`src/rtl/pc_sequencer.sv`:
```
// -----------------------------------------------------------------------------
// pc_sequencer
//
// Program-counter sequencer for the fetch stage. Each rising clock edge it
// picks one next-PC source by fixed priority: interrupt entry, interrupt
// return, subroutine return, call, branch, then sequential increment.
// Calls and returns use a hardware return-address stack (RAS). The RAS is a
// circular buffer: a push while full overwrites the oldest entry. There is a
// single level of interrupt, with the interrupted PC saved in an internal EPC.
//
// Parameters:
//   ADDR_W     width of every address signal
//   STEP       sequential increment in words
//   RESET_VEC  PC value after reset
//   IRQ_VEC    interrupt handler entry address
//   RAS_DEPTH  return-address stack entries (2..16)
//
// Ports:
//   clk            rising-edge clock
//   reset          asynchronous active-low reset
//   stall          freeze all state this cycle and ignore every event input
//   is_branch      load branch_addr
//   branch_addr    branch / call target
//   is_call        push pc_out+STEP, then load branch_addr
//   is_ret         pop the RAS into the PC
//   irq            level-sensitive interrupt request
//   is_reti        return from interrupt
//   pc_out         current PC (registered)
//   in_irq         interrupt handler active (registered)
//   ras_count      number of valid RAS entries (registered)
//   ras_overflow   sticky: a push happened while the stack was full
//   ras_underflow  sticky: a pop happened while the stack was empty
// -----------------------------------------------------------------------------
module pc_sequencer #(
    parameter int unsigned        ADDR_W    = 32,
    parameter int unsigned        STEP      = 1,
    parameter logic [ADDR_W-1:0]  RESET_VEC = '0,
    parameter logic [ADDR_W-1:0]  IRQ_VEC   = ADDR_W'(32'h10),
    parameter int unsigned        RAS_DEPTH = 4
) (
    input  logic                              clk,
    input  logic                              reset,
    input  logic                              stall,
    input  logic                              is_branch,
    input  logic [ADDR_W-1:0]                 branch_addr,
    input  logic                              is_call,
    input  logic                              is_ret,
    input  logic                              irq,
    input  logic                              is_reti,
    output logic [ADDR_W-1:0]                 pc_out,
    output logic                              in_irq,
    output logic [$clog2(RAS_DEPTH+1)-1:0]    ras_count,
    output logic                              ras_overflow,
    output logic                              ras_underflow
);

    localparam int unsigned       PTR_W   = $clog2(RAS_DEPTH);
    localparam int unsigned       CNT_W   = $clog2(RAS_DEPTH + 1);
    localparam logic [PTR_W-1:0]  PTR_MAX = PTR_W'(RAS_DEPTH - 1);
    localparam logic [CNT_W-1:0]  CNT_MAX = CNT_W'(RAS_DEPTH);
    localparam logic [ADDR_W-1:0] STEP_W  = ADDR_W'(STEP);

    // Interrupt mode: a two-state machine, since handlers do not nest.
    typedef enum logic {
        MODE_RUN     = 1'b0,
        MODE_HANDLER = 1'b1
    } mode_e;

    // The single event that wins arbitration this cycle.
    typedef enum logic [2:0] {
        EV_HOLD,
        EV_IRQ,
        EV_RETI,
        EV_RET,
        EV_CALL,
        EV_BRANCH,
        EV_SEQ
    } event_e;

    // ---------------------------------------------------------------------
    // State
    // ---------------------------------------------------------------------
    logic [ADDR_W-1:0] pc_q,  pc_d;
    logic [ADDR_W-1:0] epc_q, epc_d;
    mode_e             mode_q, mode_d;
    logic [PTR_W-1:0]  ptr_q, ptr_d;   // next free slot; top of stack is ptr_q-1
    logic [CNT_W-1:0]  cnt_q, cnt_d;
    logic              ovf_q, ovf_d;
    logic              unf_q, unf_d;

    logic [ADDR_W-1:0] ras_mem_q [RAS_DEPTH];

    // ---------------------------------------------------------------------
    // Combinational helpers
    // ---------------------------------------------------------------------
    event_e            ev;
    logic [ADDR_W-1:0] pc_inc;
    logic [PTR_W-1:0]  ptr_inc;
    logic [PTR_W-1:0]  ptr_dec;
    logic [ADDR_W-1:0] ras_top;
    logic              ras_empty;
    logic              ras_full;
    logic              push_en;

    // Addition wraps modulo 2^ADDR_W, which also covers the pushed return
    // address.
    assign pc_inc    = pc_q + STEP_W;
    assign ptr_inc   = (ptr_q == PTR_MAX) ? '0 : ptr_q + 1'b1;
    assign ptr_dec   = (ptr_q == '0) ? PTR_MAX : ptr_q - 1'b1;
    assign ras_top   = ras_mem_q[ptr_dec];
    assign ras_empty = (cnt_q == '0);
    assign ras_full  = (cnt_q == CNT_MAX);

    // Priority arbitration. Losing requests are dropped, not queued.
    always_comb begin
        ev = EV_SEQ;
        if (stall) begin
            ev = EV_HOLD;
        end else if (irq && (mode_q == MODE_RUN)) begin
            ev = EV_IRQ;
        end else if (is_reti && (mode_q == MODE_HANDLER)) begin
            ev = EV_RETI;
        end else if (is_ret) begin
            ev = EV_RET;
        end else if (is_call) begin
            ev = EV_CALL;
        end else if (is_branch) begin
            ev = EV_BRANCH;
        end
    end

    // Next-state logic.
    // NOTE: every variable gets a default before the case statement, so no
    // path leaves one unassigned and no latch is inferred.
    always_comb begin
        pc_d    = pc_q;
        epc_d   = epc_q;
        mode_d  = mode_q;
        ptr_d   = ptr_q;
        cnt_d   = cnt_q;
        ovf_d   = ovf_q;
        unf_d   = unf_q;
        push_en = 1'b0;

        unique case (ev)
            EV_HOLD: begin
                // Everything keeps its value.
            end
            EV_IRQ: begin
                pc_d   = IRQ_VEC;
                epc_d  = pc_q;
                mode_d = MODE_HANDLER;
            end
            EV_RETI: begin
                pc_d   = epc_q;
                mode_d = MODE_RUN;
            end
            EV_RET: begin
                if (ras_empty) begin
                    // Nothing to return to: keep fetching sequentially.
                    pc_d  = pc_inc;
                    unf_d = 1'b1;
                end else begin
                    pc_d  = ras_top;
                    ptr_d = ptr_dec;
                    cnt_d = cnt_q - 1'b1;
                end
            end
            EV_CALL: begin
                push_en = 1'b1;
                pc_d    = branch_addr;
                ptr_d   = ptr_inc;
                if (ras_full) begin
                    // When full, the write slot is the oldest entry. It is
                    // overwritten and the count stays saturated.
                    ovf_d = 1'b1;
                end else begin
                    cnt_d = cnt_q + 1'b1;
                end
            end
            EV_BRANCH: begin
                pc_d = branch_addr;
            end
            default: begin
                pc_d = pc_inc;
            end
        endcase
    end

    // ---------------------------------------------------------------------
    // Registers
    // ---------------------------------------------------------------------
    // NOTE: sequential state uses non-blocking assignments so that every flop
    // samples pre-edge values regardless of statement order.
    always_ff @(posedge clk or negedge reset) begin
        if (!reset) begin
            pc_q   <= RESET_VEC;
            epc_q  <= '0;
            mode_q <= MODE_RUN;
            ptr_q  <= '0;
            cnt_q  <= '0;
            ovf_q  <= 1'b0;
            unf_q  <= 1'b0;
        end else begin
            pc_q   <= pc_d;
            epc_q  <= epc_d;
            mode_q <= mode_d;
            ptr_q  <= ptr_d;
            cnt_q  <= cnt_d;
            ovf_q  <= ovf_d;
            unf_q  <= unf_d;
        end
    end

    // NOTE: the stack storage has no reset. A count of zero already makes
    // stale entries unreachable, and leaving the storage unreset lets it map
    // to plain RAM or flops without a reset network.
    always_ff @(posedge clk) begin
        if (push_en) begin
            ras_mem_q[ptr_q] <= pc_inc;
        end
    end

    // ---------------------------------------------------------------------
    // Outputs: all taken directly from registers
    // ---------------------------------------------------------------------
    assign pc_out        = pc_q;
    assign in_irq        = (mode_q == MODE_HANDLER);
    assign ras_count     = cnt_q;
    assign ras_overflow  = ovf_q;
    assign ras_underflow = unf_q;

endmodule
```
`config.mk`:
```
export PLATFORM = sky130hd
export DESIGN_NAME = pc_sequencer
export DESIGN_NICKNAME = d
export VERILOG_FILES = /design/src/rtl/pc_sequencer.sv
export SDC_FILE = /design/constraint.sdc
export NUM_CORES = 1
export LEC_CHECK = 0
export CAP_MARGIN = 0
export CORE_MARGIN = 3
export CORE_UTILIZATION = 52
export DETAILED_ROUTE_END_ITERATION = 8
export GPL_TIMING_DRIVEN = 0
export PLACE_DENSITY = 0.79
export SLEW_MARGIN = 20
export SYNTH_ARGS = -nofsm -noshare
export SYNTH_HDL_FRONTEND = slang
export SYNTH_SLANG_ARGS = --single-unit
```
`constraint.sdc`:
```
create_clock -name clk -period 2.56 [get_ports clk]
set_clock_uncertainty 0.05 [all_clocks]
set_input_delay 0.256 -clock clk [delete_from_list [all_inputs] [get_ports clk]]
set_output_delay 0.256 -clock clk [all_outputs]
set_load 0.005 [all_outputs]
```
==> Word level (Yosys, flattened, before mapping) <==
Memories as Yosys holds them, arrays and structs flattened.
Cells that the tools add are included.
{ "totals": {"reg_bits": 72, "output_inout_bits": 38, "wordCells": 54, "memories": 1, "rom_bits": 0, "latch_bits": 0, "ramBits": 128} }
{ "op_classes": {"n_shift": 0, "order_cmp": 0, "div_mod_pow": 0, "n_eq_ne": 9, "bitwise_logic": 1, "add_sub_neg": 5, "muxes": 19, "n_reduce_logical": 12, "mul": 0} }
{ "mem_list": {"columns": ["name", "words", "width", "rd", "rd_clocked_by_memory_dff", "wr", "line", "rtl"], "rows": [
  ["ras_mem_q", 4, 32, 1, 0, 1, "91", "logic [ADDR_W-1:0] ras_mem_q [RAS_DEPTH];"]
]} }
{ "ops": {"columns": ["cell", "n"], "rows": [
  ["$pmux W32 S5", 1],
  ["$add A32 B1 Y32 const B", 1],
  ["$mux W32", 1],
  ["$mux W3", 6],
  ["$mux W2", 5],
  ["$eq A3 B3 Y1 const B", 3],
  ["$eq A3 B2 Y1 const B", 2],
  ["$logic_not A3 Y1", 2],
  ["$pmux W3 S2", 1],
  ["$reduce_and A2 Y1", 3],
  ["$ne A2 B2 Y1 const B", 2],
  ["$pmux W2 S2", 1],
  ["$reduce_bool A2 Y1", 2],
  ["$add A3 B1 Y3 const B", 1],
  ["$eq A3 B1 Y1 const B", 1],
  ["$mux W1", 3],
  ["$reduce_and A3 Y1", 1],
  ["$sub A3 B1 Y3 const B", 1],
  ["$add A2 B1 Y2 const B", 1],
  ["$eq A2 B2 Y1 const B", 1],
  ["$logic_and A1 B1 Y1", 2],
  ["$logic_not A2 Y1", 1],
  ["$pmux W1 S2", 1],
  ["$reduce_or A2 Y1", 1],
  ["other kinds (2)", 2]
]} }

==> Logic depth before layout (Yosys ltp) <==
{ "logic_depth": {"depth_word": 10, "ltp_mapped": 8} }

==> Worst setup path after synthesis <==
No wires, ideal clock.
{ "synth_path": {"kind": "register to register", "from": "register mode_q, in the netlist in_irq", "to": "memory ras_mem_q[3][0] (enable)", "path_slack_ns": -0.088, "t_required_ns": 2.117, "t_arrival_ns": 2.205, "stages_incl_launch_ff": 5, "n_path_buf": 1, "path_cell_list": "dfrtp_1 > mux2_2 > nor4b_2 > buf_2 > and2_1"} }
{ "synth_between": {"elab_chain_len": 8, "elab_cells_between_ends": 10, "cone_classes": "eq/ne (1); mux (6); bitwise (1); reduce/logical (2)"} }
{ "synth_lines": {"columns": ["element", "line", "rtl"], "rows": [
  ["start: declaration", "85", "mode_e mode_q, mode_d;"],
  ["start signal: assignment", "207", "mode_q <= mode_d;"],
  ["$logic_and A1 B1 Y1 / $not A1 Y1 (equally long branches)", "121, 119", null],
  ["$mux W3 / $logic_and A1 B1 Y1 (equally long branches)", "121, 119", null],
  ["$mux W3 (*)", "119", "end else if (irq && (mode_q == MODE_RUN)) begin"],
  ["$mux W3 (*)", "117", "if (stall) begin"],
  ["$eq A3 B3 Y1 (*)", "145", "unique case (ev)"],
  ["$mux W1 (*)", "145", null],
  ["$mux W1 (*)", "219", "if (push_en) begin"],
  ["$mux W1 (implied by the code) (*)", "220", "ras_mem_q[ptr_q] <= pc_inc;"],
  ["end: declaration", "91", null]
]} }
Every way passes the cells marked *; elsewhere a longest branch is shown, timed or not.

==> Worst setup path in the final report <==
{ "layout_path": {"from": "register mode_q, in the netlist in_irq", "to": "register pc_q[23], in the netlist pc_out[23]"} }
{ "layout_between": {"elab_chain_len": 7, "elab_cells_between_ends": 14, "cone_classes": "eq/ne (5); mux (4); bitwise (1); reduce/logical (4)"} }
{ "layout_lines": {"columns": ["element", "line", "rtl"], "rows": [
  ["$logic_and A1 B1 Y1 / $not A1 Y1 (equally long branches)", "121, 119", null],
  ["$mux W3 / $logic_and A1 B1 Y1 (equally long branches)", "121, 119", null],
  ["$mux W3 (*)", "119", null],
  ["$mux W3 (*)", "117", null],
  ["$eq A3 B3 Y1", "145", null],
  ["$reduce_or A2 Y1 (no source line)", null, null],
  ["$pmux W32 S5", "145", null],
  ["end signal: assignment", "205", "pc_q <= pc_d;"],
  ["end: declaration", "83", "logic [ADDR_W-1:0] pc_q, pc_d;"]
]} }
Marks and branches as above.
A chain may end at the register's enable or synchronous reset.

==> results.ini <==
[timing]
fmax_mhz = 403.0
finalHoldViolCount = 0
tightestPinTransition_ns = 0.8167
period_needed_ns = 2.481
setup_slack_ns = 0.07863
drv_slew = 0
finalSetupViolCount = 0
tns_ns = 0
period_share_pct = 96.93
whs_ns = 0.2071
grt_setup_unrepaired = yes
relSlewSlack_pct = 45.46

[floorplan]
dieArea_sq_mm = 0.01908
start_util_pct = 53.98
ios = 78
core_sq_mm = 0.01682
die_y_um = 138.1
die_w_um = 138.1
rows = 47

[power_and_ir_drop]
power.total_uw = 11930
p_per_area_mw_per_mm2 = 1083
vdd_ir_drop_max_mv = 0.5971
power.leakage_uw = 0.003997

[layout]
layout.cells.non_filler = 952
area_growth_pct = 21.35
fin_nets = 765
drive_gt1_share_pct = 22.54
n_antenna_cell = 0
nFillCells = 1172

[clock_network]
cts_tree = built
clk_latency_ns = 0.44
cts_buffer_depth = 2
cts.sinks = 200
htreeDepth = 4
cts_inserted_buffers = 17
cts_root_buf = clkbuf_16
clkTransAtPathRegs_ns = 0.07

[synthesis]
synth_xor_area_share_pct = 2.508
yosys.cell_types.count = 58
avgSynthCellArea_sq_um = 14.86
synth_top_family_by_area = multiplexers
synth-simple-area-share_pct = 7.277
synth_compound_area_share_pct = 11.88
muxShareOfSynthArea_pct = 12.16
syn_area_sq_mm = 0.009079
yosys_most_used_dff = edfxtp_1
ys_seq_elements = 200
yosysTopAreaCell = edfxtp_1
ys_warn_count = 0
synth_edf_count = 128
synth_fp_nets = 657
seq_area_frac_synth_pct = 62.18
yosys-top-cells-area = edfxtp_1 (42%), dfrtp_1 (20%), mux4_2 (7.9%), mux2_2 (4.2%), a221oi_1 (3.0%)
synth-async-reset-ratio_pct = 36.00
synth_fa_ha_area_share_pct = 0.9096
synth_top_area_share_pct = 42.34
netlist_instances = 611

[setup_path]
cp.required_ns = 2.87
crit_chain = mux2_2, nor3_4, clkbuf_1, a221oi_1, o31a_1, a21oi_1
crit_family = buffers and inverters
worstSetupStartpointType = flip-flop
worstSetupEndpointType = flip-flop
cp_slowest_cell = clkbuf_1
critical_path_arrival_ns = 2.79
critical_path_class = reg -> reg
max_stage_delay_ns = 0.63
crit_buf_inv = 1
cp_max_fo = 10

[placement]
hpwl_um = 15550
gp_congestion = 0.8634
placed_cells = 908
numPortBuffers = 76
post-place-ws_ns = -0.5352

[outcome]
run_status = finished, final reports clean

[detailed_routing]
first_pass_iters = 7
drcViolationCount = 0
drt_wl_total_um = 24450
first_iter_violations = 795
vias = 6274
wl_per_cell_um = 25.68
drtAntennaViolNets = 0
via_per_inst = 6.590

[global_route]
grt_usage_pct = 25.40
grt_pass1_vias = 6473
grt_antenna_before_repair = 0
grt_pass1_wl_um = 37070
grt_max_degree = 55
gr-total-overflow = 0

[run]
cap_violations = 0

[worst_hold_path]
hold_class = in -> async

-- power by group --
group / switching [uW] / leakage [uW] / internal, uW / total (uW)
clock: 1160 / 0.000309 / 1720 / 2890
sequential: 622 / 0.00196 / 4240 / 4860
combinational: 2040 / 0.00173 / 2150 / 4180
total: 3820 / 0.00400 / 8110 / 11900
-- worst reg2reg max path, delay by kind of cell (launching register included) --
| family | cells | cell delay [ns] |
|---|---|---|
| buffers and inverters | 1 | 0.63 |
| AOI/OAI and AO/OA | 3 | 0.55 |
| muxes | 1 | 0.45 |
| DFF | 1 | 0.42 |
| and+or+nand+nor | 1 | 0.31 |
-- metrics by stage --
step	area (sq um)	util [%]
3_5_place_dp	10140	60.32
3_3_place_gp	10120	60.17
4_1_cts	10860	64.55
6_report	11020	65.50
5_1_grt	11020	65.50
2_1_floorplan	9084	-
-- logic make-up after synthesis --
group,count (synthesis)
DFF,200
muxes,66
xor gates and xnor gates,26
and+or+nand+nor,105
AOI/OAI and AO/OA,145
buffers and inverters,63
adders and majority gates,6
-- layout make-up --
type                    instances  area [sq um]  area share (%)
flip-flops and latches        200          5648           51.27
multi-input cells             350          3273           29.71
repair buffers                 87         863.3           7.836
clock buffers                  18         429.2           3.896
well taps                     220         275.3           2.499
plain buffers                  35         216.5           1.965
clock inverters                14         206.4           1.874
inverters                      28         105.1          0.9540
-- registers in the layout, summed over array words and instances, names as in the netlist --
name,cells
ras_count,3
ras_mem_q,128
ptr_q,2
ras_overflow,1
epc_q,32
ras_underflow,1
pc_out,32
in_irq,1
-- path summary, 6_finish.rpt --
| kind | end | slack (ns) | cells after the start | startpoint |
|---|---|---|---|---|
| worst max register to register | pc_out[23] | 0.08 | 6 | in_irq |
| worst min-delay path | pc_out[4] | 0.21 | 2 | reset |
| min in group clk | ras_underflow | 0.42 | 1 | ras_underflow |
| max in group asynchronous | pc_out[21] | 1.66 | 3 | reset |
| worst max-delay path | pc_out[23] | 0.08 | 6 | in_irq |
| worst min register to register | ras_underflow | 0.42 | 1 | ras_underflow |
-- timing repair --
action	4_1_cts	5_1_grt
setup endpoints to repair	176	177
resized for setup	14	19
cloned	0	2
hold buffers	1	0
endpoints found under the hold margin	68	0
pin swaps	1	4
buffers inserted	2	7
-- synth_stat cells, types with 7 or more instances --
cell / n
inv_1: 27
xnor2_1: 25
o21ai_0: 15
nor2_1: 14
a221oi_1: 31
nor3_1: 9
clkbuf_1: 12
nand2_1: 21
a2bb2oi_1: 13
a221o_1: 11
and2_1: 7
nand3_1: 13
mux2_2: 34
mux4_2: 32
edfxtp_1: 128
dfrtp_1: 72
nand4_1: 7
buf_2: 13
a21oi_1: 32
a21o_1: 13
a22oi_1: 7
-- metal layers --
layer / part of all wire (%) / GRT usage, %
met5: 0 / 0
met2: 49 / 41.14
met1: 39 / 33.23
met3: 8.6 / 5.525
met4: 4.1 / 11.65
-- cells in the final DEF (no fill, tap or decap), drive strengths merged, types with 13 or more instances in the layout --
cell type | synthesis | routed
edfxtp | 128 | 128
clkdlybuf4s50 | 0 | 75
dfrtp | 72 | 72
mux2 | 34 | 34
clkbuf | 13 | 33
mux4 | 32 | 32
a21oi | 32 | 32
a221oi | 31 | 31
buf | 22 | 31
inv | 27 | 27
xnor2 | 25 | 25
nand2 | 21 | 21
o21ai | 15 | 15
nor2 | 14 | 14
nand3 | 14 | 14
a2bb2oi | 13 | 13
a21o | 13 | 13
(Power assumes the default switching activity.)
